===== config.mk =====
export PLATFORM = sky130hd
export DESIGN_NAME = fifo128_rd_stream
export DESIGN_NICKNAME = d
export VERILOG_FILES = /design/src/rtl/fifo128_rd_stream.sv
export SDC_FILE = /design/constraint.sdc
export NUM_CORES = 1
export LEC_CHECK = 0
export ABC_AREA = 1
export CORE_MARGIN = 10
export CORE_UTILIZATION = 40
export DETAILED_ROUTE_END_ITERATION = 10
export MAX_ROUTING_LAYER = met4
export PLACE_DENSITY = 0.65
export SLEW_MARGIN = 5
export SYNTH_ARGS = -nofsm -noshare
export SYNTH_HDL_FRONTEND = slang
export SYNTH_SLANG_ARGS = --single-unit

===== constraint.sdc =====
create_clock -name clk -period 12.65 [get_ports clk]
set_input_delay 1.265 -clock clk [delete_from_list [all_inputs] [get_ports clk]]
set_output_delay 1.265 -clock clk [all_outputs]
set_load 0.05 [all_outputs]

===== src/rtl/fifo128_rd_stream.sv =====
// Drains a non-FWFT 128-bit sync FIFO into a ready/valid stream with burst framing.
// A 2-entry skid buffer plus one in-flight credit keeps one word per clock.
module fifo128_rd_stream #(
  parameter int unsigned BURST_WORDS = 32,
  parameter int unsigned CNT_W       = 32
) (
  input  logic               clk,
  input  logic               srst,
  input  logic               en,
  output logic               fifo_rd_en,
  input  logic [127:0]       fifo_dout,
  input  logic               fifo_empty,
  input  logic               fifo_valid,
  output logic [127:0]       m_data,
  output logic               m_valid,
  input  logic               m_ready,
  output logic               m_last,
  output logic [CNT_W-1:0]   word_cnt,
  output logic               overrun
);

  typedef enum logic [1:0] {IDLE, RUN, STOPPING} state_t;

  localparam logic [15:0] LAST_BEAT = 16'(BURST_WORDS - 1);

  state_t       state, state_next;
  logic [127:0] data0, data1;
  logic         last0, last1;
  logic [1:0]   occ;
  logic         inflight;
  logic [15:0]  beat;
  logic         armed;

  logic         fire, full, push, drop, push_last, credit_ok, issue_ok;
  logic [2:0]   pending;

  assign m_valid   = (occ != 2'd0);
  assign m_data    = data0;
  assign m_last    = m_valid & last0;
  assign fire      = m_valid & m_ready;
  assign full      = (occ == 2'd2);
  assign push      = fifo_valid & armed & ~(full & ~fire);
  assign drop      = fifo_valid & armed & full & ~fire;
  assign push_last = (beat == LAST_BEAT);

  assign pending   = {1'b0, occ} + {2'b0, inflight};
  assign credit_ok = pending < (3'd2 + {2'b0, fire});

  // Once en is low, issue only until the word that closes the current burst is
  // in flight, so the drain never reads into the next burst.
  assign issue_ok   = (state != IDLE) &
                      (en | ((beat != '0) & ~(inflight & push_last)));
  assign fifo_rd_en = issue_ok & ~fifo_empty & credit_ok;

  always_comb begin
    state_next = state;
    case (state)
      IDLE:     if (en) state_next = RUN;
      RUN:      if (!en) state_next = (beat != '0) ? STOPPING : IDLE;
      STOPPING: begin
        if (en)                    state_next = RUN;
        else if (push & push_last) state_next = IDLE;
      end
      default:  state_next = IDLE;
    endcase
  end

  always_ff @(posedge clk or posedge srst) begin
    if (srst) begin
      state    <= IDLE;
      data0    <= '0;
      data1    <= '0;
      last0    <= 1'b0;
      last1    <= 1'b0;
      occ      <= '0;
      inflight <= 1'b0;
      beat     <= '0;
      armed    <= 1'b0;
      word_cnt <= '0;
      overrun  <= 1'b0;
    end else begin
      state    <= state_next;
      inflight <= fifo_rd_en;
      armed    <= 1'b1;
      if (fire) word_cnt <= word_cnt + 1'b1;
      if (drop) overrun <= 1'b1;
      if (push) beat <= push_last ? '0 : beat + 16'd1;

      case ({push, fire})
        2'b10: begin
          if (occ == 2'd0) begin
            data0 <= fifo_dout;
            last0 <= push_last;
          end else begin
            data1 <= fifo_dout;
            last1 <= push_last;
          end
          occ <= occ + 2'd1;
        end
        2'b01: begin
          data0 <= data1;
          last0 <= last1;
          occ   <= occ - 2'd1;
        end
        2'b11: begin
          if (occ == 2'd1) begin
            data0 <= fifo_dout;
            last0 <= push_last;
          end else begin
            data0 <= data1;
            last0 <= last1;
            data1 <= fifo_dout;
            last1 <= push_last;
          end
        end
        default: ;
      endcase
    end
  end

endmodule

==> results by group, run 1 <==
Power and ir drop
  • Sw power: between 2 and 2.5 mW
  • Total chip power: 4.86 mW
  • Power share of the clock group: between 20% and 30%
  • Pint: 2.78 mW
  • PwrDens: 264 nW/um^2
  • Leakage: 8.34 nW
  • Switching Fraction: a little over two fifths
  • Comb pwr share: 43.6%
  • Worst vdd ir: about 0.00018 V
  • Sequential power share: around a third

CTS
  • Hold buffers post-CTS: 0
  • Clk buf depth: 3
  • H-tree depth: 2
  • Post-CTS sizing: 0
  • Clock Latency Late Sink: roughly 0.53 ns
  • Clock root cell: clkbuf_16
  • Post-CTS Repair Setup Buffers: 0
  • TritonCTS Buffers: 37
  • Reg clk slew, reported paths: approximately 0.06 ns
  • CTS tree: yes
  • Sink Count: roughly 310

Critical path
  • R2r setup slk: just over 9 ns
  • WP data arrival: around 3.4 ns
  • WP data required: roughly 11 ns
  • Startpoint types: input port
  • Crit. End Element: output port
  • Crit Path Category: input port to output port
  • Crit path max fanout: 13

Route
  • Routed wire per std cell: about 15 um
  • WL final: around 37,000 um
  • Drt drc: 0
  • DR pass1 iterations: 7
  • ANT nets after route: 0
  • DRT iter0 DRCs: 817
  • Vias post-DR: between 10k and 15k
  • DR vias/cell: 4.80

Synthesis
  • Cell Area, Synth: between 10,000 and 15,000 um^2
  • Yosys cell types: 28
  • Cells after Synth: 1,664
  • Post-synth top area share: about 57%
  • Top post-synthesis cells by area: dfrtp_1 57%, a21oi_1 8.3%, nor2_1 7.8%, nand2_1 7.6%, o21ai_0 5.3%
  • Post-synthesis sequential area ratio: between 50 and 60%
  • Syn_nets: 1,806
  • Seq cells post-synth: 313
  • Leading area contributor after synthesis: dfrtp_1
  • Syn avg cell area: 8.33 um^2
  • Count of warnings emitted by yosys: 0

Finish
  • Commonest non-fill, non-tap cell in the layout: dfrtp_1
  • Commonest cells after routing, fill and taps aside: 313 x dfrtp_1, 297 x clkdlybuf4s50_1, 289 x nor2_1
  • Area Growth Syn to Fin: 32.8%
  • Share of layout cells above drive strength 1: roughly 4.0%
  • Final net count: just over 2k
  • Fill cell count: ~3.2k

Global routing
  • Vias in the first global route: between 10k and 15k
  • Initial antenna violation count: 3
  • Largest net degree at the start of global routing: around 190
  • Overflow after GRT: 0
  • GRT Overall Usage: between 10% and 20%
  • First-pass GRT wire length: about 59,000 um

Die
  • Num ports: 298
  • Rows: a little under 70
  • Core area: about 34,000 um^2
  • Die X: between 200 and 250 um
  • Die footprint: between 40,000 and 50,000 um^2
  • Die Y: roughly 210 um
  • Initial Util: around 40%

Timing
  • Period utilisation layout: between 30 and 40%
  • Skew final: slightly above 0.02 ns
  • Final Critical Period: around 4.7 ns
  • Hold slack: ~0.47 ns
  • Final TNS setup: 0 ns
  • RSZ-0062 raised after global routing: false
  • Final hold vios: 0
  • Worst rel slew slack: roughly a fifth
  • Fmax: between 200 and 250 MHz
  • Slew Viols, Final: 0
  • Final Setup Violations: 0
  • Slew @ Worst Pin: about 1.2 ns

Job
  • Max-cap violations: 0

Min path
  • HP Class: flip-flop to flip-flop

Placed design
  • RePlAce Congestion: 0.812
  • DP HPWL: around 25,000 um
  • IO Port Bufs: 297

Status
  • Status: completed
## area by class of cell
cell class              count  area [um^2]  area share [%]
inverters                 185          704            3.83
clock inverters            10          159           0.863
flip-flops and latches    313         7830            42.6
clock buffers              58         1140            6.18
well taps                 455          569            3.09
multi-input cells        1080         4950            26.9
diodes                      4         10.0          0.0544
repair buffers            305         3050            16.5
## power by group through the flow
stage	Sequential (mW)	Combinational (mW)	Clock, mW
detailed placement	1.64	2.13	0
finish	1.62	2.12	1.12
global route	1.67	2.31	1.20
CTS	1.62	2.14	1.16
global placement	1.62	2.10	0
floorplan	2.29	0.784	0
## worst paths after layout
kind                                from         end  cells past startpoint
worst max-delay path             m_ready  fifo_rd_en                      6
worst min-delay path            state[1]    state[0]                      1
worst max register to register    occ[0]  m_data[85]                     11
worst min register to register  state[1]    state[0]                      1
max in group asynchronous           srst  m_data[10]                      3
min in group asynchronous           srst   data1[52]                      2
## synth_stat cells (all sizes together)
master and count:
nand2 283, conb 1, buf 61, nor3 10, o211ai 2, nand3b 5, o21ai 170, clkbuf 25
o21bai 3, nand3 31, nand4 16, dfrtp 313, a21oi 232, nor2 291, xnor2 7, and3 1
xor2 19, inv 185, or2 1, ha 8
## kinds of logic after synthesis
kind of cell,after synthesis,share of synthesized area (%)
flops,313,56.5
buf+inv,271,7.93
simple gates,638,18.2
xor+xnor,26,1.64
fa+ha+maj,8,0.722
compound gates,407,14.9
other cells,1,0.0271
## per-layer routing
layer,wire length (um),global-route usage [%],vias to the layer above
met1,16400,22.4,5397
met5,0,-,-
met3,2680,5.16,52
met2,17200,26.9,282
met4,680,5.08,0
li1,-,-,5827
## metrics by stage
step / std cells / utilization [%] / instance area, um^2 / setup slack, ns
2_1_floorplan: 1664 / - / 13900 / 2.73
3_3_place_gp: 2338 / 49.7 / 17100 / 7.94
3_5_place_dp: 2338 / 49.7 / 17100 / 7.93
4_1_cts: 2406 / 53.5 / 18400 / 7.93
5_1_grt: 2409 / 53.5 / 18400 / 7.80
6_report: 2410 / 53.5 / 18400 / 7.94
## critical path, stage by stage
cell and delay [ns]:
clkdlybuf4s50_1 0.53, nand2_2 0.26, o21ai_0 0.26, o211ai_1 0.11, a21oi_1 0.16, clkdlybuf4s50_1 0.84
## registers in the layout, summed over array words and instances, names as in the netlist
signal    count
inflight      1
state         2
last1         1
m_data      128
word_cnt     32
overrun       1
data1       128
occ           2
armed         1
beat         16
last0         1
(Power assumes the default switching activity.)
==> run 2: changes to the inputs <==
- clock period: 12.65 -> 4.8 ns (I/O delays scaled with it)
==> run 2 against run 1 <==
Effect of this change:
- cell count shrank 0.17%
- global-route usage decreased by 0.46 points
- hold slack got worse by 0.0014 ns
- sequential share of layout area increased by 0.22 points
- register-to-register slack got worse by 7.6 ns
- critical path type is now flip-flop to output port
==> results by group, run 2 (same netlist as run 1, synthesis figures left out) <==
Route
  • Drt drc: 0 (unchanged)
  • DR vias/cell: 4.81 (+0.26%)
  • Vias post-DR: 11.6k (+0.095%)
  • ANT nets after route: 0 (unchanged)
  • DR pass1 iterations: 5 (-2)
  • Routed wire per std cell: 15.1 um (-1.5%)
  • DRT iter0 DRCs: 743 (-9.1%)
  • WL final: 36,300 um (-1.7%)

Global routing
  • First-pass GRT wire length: 58,100 um (-2.2%)
  • Initial antenna violation count: 3 (unchanged)
  • Largest net degree at the start of global routing: 158 (-15%)
  • Vias in the first global route: 11.2k (-0.69%)
  • GRT Overall Usage: 17.2% (-0.46 points)
  • Overflow after GRT: 0 (unchanged)

Power and ir drop
  • Comb pwr share: 44.6% (+1.0 points)
  • PwrDens: 682 nW/um^2 (+160%)
  • Sequential power share: 34.3% (+0.9 points)
  • Leakage: 8.29 nW (-0.60%)
  • Power share of the clock group: 21.2% (-1.8 points)
  • Sw power: 5.41 mW (+160%)
  • Switching Fraction: 43.3% (+0.64 points)
  • Pint: 7.08 mW (+150%)
  • Worst vdd ir: 0.000478 V (+160%)
  • Total chip power: 12.5 mW (+160%)

Finish
  • Commonest non-fill, non-tap cell in the layout: dfrtp_1
  • Final net count: 2,064 (unchanged)
  • Share of layout cells above drive strength 1: 3.75% (-0.25 points)
  • Area Growth Syn to Fin: 32.1%
  • Commonest cells after routing, fill and taps aside: 313 x dfrtp_1, 297 x clkdlybuf4s50_1, 289 x nor2_1

Die
  • Core area: 34,400 um^2 (unchanged)
  • Initial Util: 40.3% (unchanged)
  • Die X: 206 um (unchanged)
  • Rows: 68 (unchanged)
  • Die Y: 206 um (unchanged)
  • Die footprint: 42,500 um^2 (unchanged)
  • Num ports: 298 (unchanged)

Timing
  • Period utilisation layout: roughly three quarters
  • Skew final: 0.0192 ns (-0.00105 ns)
  • Final TNS setup: 0 ns (unchanged)
  • Worst rel slew slack: 31.9% (+11 points)
  • Final hold vios: 0 (unchanged)
  • Final Setup Violations: 0 (unchanged)
  • Slew Viols, Final: 0 (unchanged)
  • RSZ-0062 raised after global routing: false
  • Final Critical Period: approximately 3.5 ns
  • Slew @ Worst Pin: 1.02 ns (-0.168 ns)
  • Fmax: between 200 and 300 MHz

Critical path
  • Startpoint types: flip-flop
  • WP data arrival: 3.04 ns (-0.40 ns)
  • Critical path buffers and inverters: 3 (+1)
  • CP delay by family, top: buffers and inverters
  • Crit. End Element: output port
  • Max incr delay on CP: 0.85 ns (about the same)
  • Crit path max fanout: 13 (unchanged)
  • WP data required: 4.32 ns (-7.07 ns)
  • Crit Path Category: flip-flop to output port
  • Crit path cell chain: inv_1 -> ha_1 -> inv_2 -> nand2_2 -> o21ai_0 -> o211ai_1 -> a21oi_1 -> clkdlybuf4s50_1
  • Slowest CP cell: clkdlybuf4s50_1

Job
  • Max-cap violations: 0 (unchanged)

CTS
  • Reg clk slew, reported paths: 0.06 ns (about the same)
  • H-tree depth: 2 (unchanged)
  • Hold buffers post-CTS: 0 (unchanged)
  • Post-CTS sizing: 0 (unchanged)
  • CTS tree: yes
  • Clock root cell: clkbuf_16
  • Clock Latency Late Sink: 0.52 ns (about the same)
  • Sink Count: 313 (unchanged)
  • Clk buf depth: 3 (unchanged)
  • TritonCTS Buffers: 36 (-2.7%)
  • Post-CTS Repair Setup Buffers: 0 (unchanged)

Status
  • Status: completed

Placed design
  • DP HPWL: 24,900 um (-0.55%)
  • IO Port Bufs: 297 (unchanged)
  • RePlAce Congestion: 0.840 (+3.5%)

Min path
  • HP Class: flip-flop to flip-flop
-- run 2: cell types whose count changed in the layout (fill, tap and decap cells not counted) --
cell / change
buf_12: +4
bufinv_16: -4
buf_4: -3
clkbuf_1: +2
clkbuf_16: -1
clkbuf_8: -1
clkinv_2: +1
clkinv_8: +1
diode_2: -1
inv_6: -1
inv_8: -1
-- run 2: routing by layer --
metal / global-route usage, % / wire length, um / vias to the layer above
met5: - / 0 / -
met1: 22.1 / 16100 / 5435
li1: - / - / 5814
met4: 4.98 / 833 / 0
met3: 4.29 / 2520 / 49
met2: 26.4 / 16900 / 271
-- run 2: power groups by stage --
stage	Sequential (mW)	Clock [mW]	Combinational, mW
after floorplan	6.04	0	2.07
after global placement	4.29	0	5.54
after detailed placement	4.32	0	5.62
after CTS	4.29	2.73	5.64
after global routing	4.41	2.85	6.08
final	4.28	2.65	5.57
-- run 2: layout make-up --
cell class	count	area (um^2)
fill	3208	16100
tap	455	569
multi-input combinational	1080	4950
clock inverter	6	43.8
clock buffer	58	1110
inverter	185	701
sequential	313	7830
antenna	3	7.51
timing repair buffer	306	3100
-- run 2: path summary, 6_finish.rpt --
kind / start / endpoint / slack [ns] / depth (start not counted)
max in group asynchronous: srst / data1[81] / 3.51 / 3
min in group asynchronous: srst / data1[39] / 0.51 / 3
worst min-delay path: overrun / overrun / 0.47 / 1
worst min register to register: overrun / overrun / 0.47 / 1
worst max-delay path: occ[0] / fifo_rd_en / 1.28 / 8
worst max register to register: occ[0] / data1[79] / 1.49 / 8
-- run 2: per-stage QoR --
stage                     instance area (um^2)  utilization [%]  cells  setup WS [ns]  hold slack, ns
after CTS                                18300             53.2   2403           1.24           0.478
final                                    18300             53.3   2406           1.28           0.472
after global placement                   17200             49.9   2339           1.48           0.464
after floorplan                          13900                -   1664          0.151           0.441
after global routing                     18300             53.3   2406           1.04           0.499
after detailed placement                 17200             49.9   2339           1.39           0.463
-- run 2: worst register-to-register path, stage by stage, from the launching register on --
cell and delay [ns]:
dfrtp_1 0.39, inv_1 0.10, ha_1 0.27, inv_2 0.16, nand2_2 0.25, o211ai_4 0.82
buf_4 0.89, nor2_1 0.16, a21oi_1 0.17
==> run 3: changes to the inputs <==
- clock period: 4.8 -> 3.7 ns (I/O delays scaled with it)
==> run 3 against run 2 <==
Effect of this change:
- sequential power increased by 30%
- total power increased by 32%
- cell count increased by 0.37%
- non-clock buffer count increased by 7
- critical endpoint unchanged
- core utilization increased by 0.60 points
- hold slack got worse by 0.12 ns
- first-iteration DRC count decreased by 12%
- via count decreased by 0.16%
- combinational power increased by 31%
- critical path depth unchanged
- global-route usage increased by 0.33 points
- register-to-register slack got worse by 0.69 ns
==> results by group, run 3 (same netlist as run 1, synthesis figures left out) <==
Status
  • Status: completed

Min path
  • HP Class: input port to async pin

Critical path
  • WP data required: 3.33 ns (-0.99 ns)
  • RR Endpoint: data1[90]
  • Crit. End Element: output port
  • Crit path max fanout: 13 (unchanged)
  • R2r setup slk: 0.80 ns (-0.69 ns)
  • Startpoint types: flip-flop
  • CP Capture Point: fifo_rd_en
  • R2R Path Start: occ[0]
  • Reg2reg path depth: 8 (unchanged)
  • WP data arrival: 3.08 ns (+0.04 ns)
  • Crit Path Category: flip-flop to output port
  • Crit path from: occ[0]

CTS
  • Clock Latency Late Sink: 0.52 ns (about the same)
  • Reg clk slew, reported paths: 0.06 ns (about the same)
  • Clock root cell: clkbuf_16
  • CTS tree: yes
  • Sink Count: 313 (unchanged)
  • H-tree depth: 2 (unchanged)
  • Hold buffers post-CTS: 0 (unchanged)
  • TritonCTS Buffers: 37 (+2.8%)
  • Post-CTS Repair Setup Buffers: 0 (unchanged)
  • Post-CTS sizing: 0 (unchanged)
  • Clk buf depth: 3 (unchanged)

Global routing
  • Grt met2 use: 26.2% (-0.20 points)
  • First-pass GRT wire length: 58,900 um (+1.5%)
  • GRT Overall Usage: 17.5% (+0.33 points)
  • Grt met1 use: 22.7% (+0.61 points)
  • Vias in the first global route: 11.0k (-1.2%)
  • Initial antenna violation count: 4 (+1)
  • Overflow after GRT: 0 (unchanged)
  • Global routing's busiest layer: met2
  • Largest net degree at the start of global routing: 139 (-12%)
  • Met3 Usage GRT: 4.66% (+0.36 points)

Route
  • WL final: 37,000 um (+1.9%)
  • Drt drc: 0 (unchanged)
  • Vias post-DR: 11.6k (-0.16%)
  • DR pass1 iterations: 5 (unchanged)
  • DR vias/cell: 4.78 (-0.54%)
  • DRT iter0 DRCs: 657 (-12%)
  • ANT nets after route: 0 (unchanged)
  • Routed wire per std cell: 15.3 um (+1.5%)

Timing
  • Slew Viols, Final: 0 (unchanged)
  • Final TNS setup: 0 ns (unchanged)
  • Final Critical Period: 3.45 ns
  • Period utilisation layout: approximately 93%
  • Final Setup Violations: 0 (unchanged)
  • Final hold vios: 0 (unchanged)
  • Worst rel slew slack: 46.0% (+14 points)
  • RSZ-0062 raised after global routing: false
  • Skew final: 0.0108 ns (-0.00846 ns)
  • Worst setup margin: 0.250 ns (-1.03 ns)
  • Fmax: ~290 MHz
  • Hold slack: 0.351 ns (-0.122 ns)
  • Slew @ Worst Pin: 0.806 ns (-0.216 ns)

Power and ir drop
  • Worst vdd ir: 0.000626 V (+31%)
  • PwrDens: 891 nW/um^2 (+31%)
  • Leakage: 8.40 nW (+1.4%)

Finish
  • Sequential cell area: 7830 um^2 (unchanged)
  • Multi-input gate area: 4950 um^2 (unchanged)
  • Final net count: 2,072 (+0.39%)
  • Final Cell Area: 18,500 um^2 (+1.1%)
  • Final Core Density: 53.9% (+0.60 points)
  • Fill cell count: 3,214 (+0.19%)
  • Share of layout cells above drive strength 1: 4.60% (+0.85 points)
  • Commonest cells after routing, fill and taps aside: 313 x dfrtp_1, 297 x clkdlybuf4s50_1, 289 x nor2_1
  • Area Growth Syn to Fin: 33.6%
  • Commonest non-fill, non-tap cell in the layout: dfrtp_1

Job
  • Max-cap violations: 0 (unchanged)

Die
  • Die X: 206 um (unchanged)
  • Die footprint: 42,500 um^2 (unchanged)
  • Core area: 34,400 um^2 (unchanged)
  • Num ports: 298 (unchanged)
  • Die Y: 206 um (unchanged)
  • Rows: 68 (unchanged)
  • Initial Util: 40.3% (unchanged)

Placed design
  • RePlAce Congestion: 0.825 (-1.8%)
  • Setup WS pre-CTS: 0.798 ns (-0.589 ns)
  • Placed cell area: 17,300 um^2 (+0.74%)
  • DP HPWL: 25,600 um (+2.9%)
  • IO Port Bufs: 297 (unchanged)
==> run 3: changes by cell type in the layout (fill, tap and decap cells not counted), sizes merged <==
cell    before  now
clkinv       5    8
bufinv       0    2
inv        184  186
clkbuf      58   52
diode        3    4
buf          9   16
==> run 3: area by class of cell <==
class	instances	area share, %
sequential	313	42.3
clock inverter	13	0.676
inverter	185	3.78
timing repair buffer	313	17.4
clock buffer	52	5.95
tap	455	3.07
antenna	4	0.0541
multi-input combinational	1080	26.7
==> run 3: how the worst min path moves through the flow <==
| stage | end | slack (ns) |
|---|---|---|
| floorplan | state[0] | 0.44 |
| global placement | data1[22] | 0.46 |
| detailed placement | data1[22] | 0.47 |
| CTS | data1[54] | 0.37 |
| global route | data1[42] | 0.40 |
| finish | data1[48] | 0.35 |
==> run 3: worst max-delay path, cell delays in order (launching register included) <==
cell,delay [ns]
dfrtp_1,0.37
inv_1,0.10
ha_1,0.27
inv_2,0.17
nand2_2,0.26
o21ai_0,0.27
o211ai_1,0.11
a21oi_1,0.17
clkdlybuf4s50_1,0.84
==> run 3: power by group <==
group	switching, mW	internal [mW]	total (mW)
clock	1.43	2.21	3.65
sequential	0.709	4.84	5.55
combinational	4.96	2.35	7.31
==> run 3: per-layer routing <==
metal  share of wire (%)  wire, um
met5                   0         0
met4                 2.0       745
met3                 6.9      2550
met2                  47     17300
met1                  44     16400
==> run 3: stage by stage <==
stage / total power, mW / std cells
2_1_floorplan: 10.5 / 1664
3_3_place_gp: 12.8 / 2346
3_5_place_dp: 13.0 / 2346
4_1_cts: 16.7 / 2411
5_1_grt: 17.6 / 2415
6_report: 16.5 / 2415
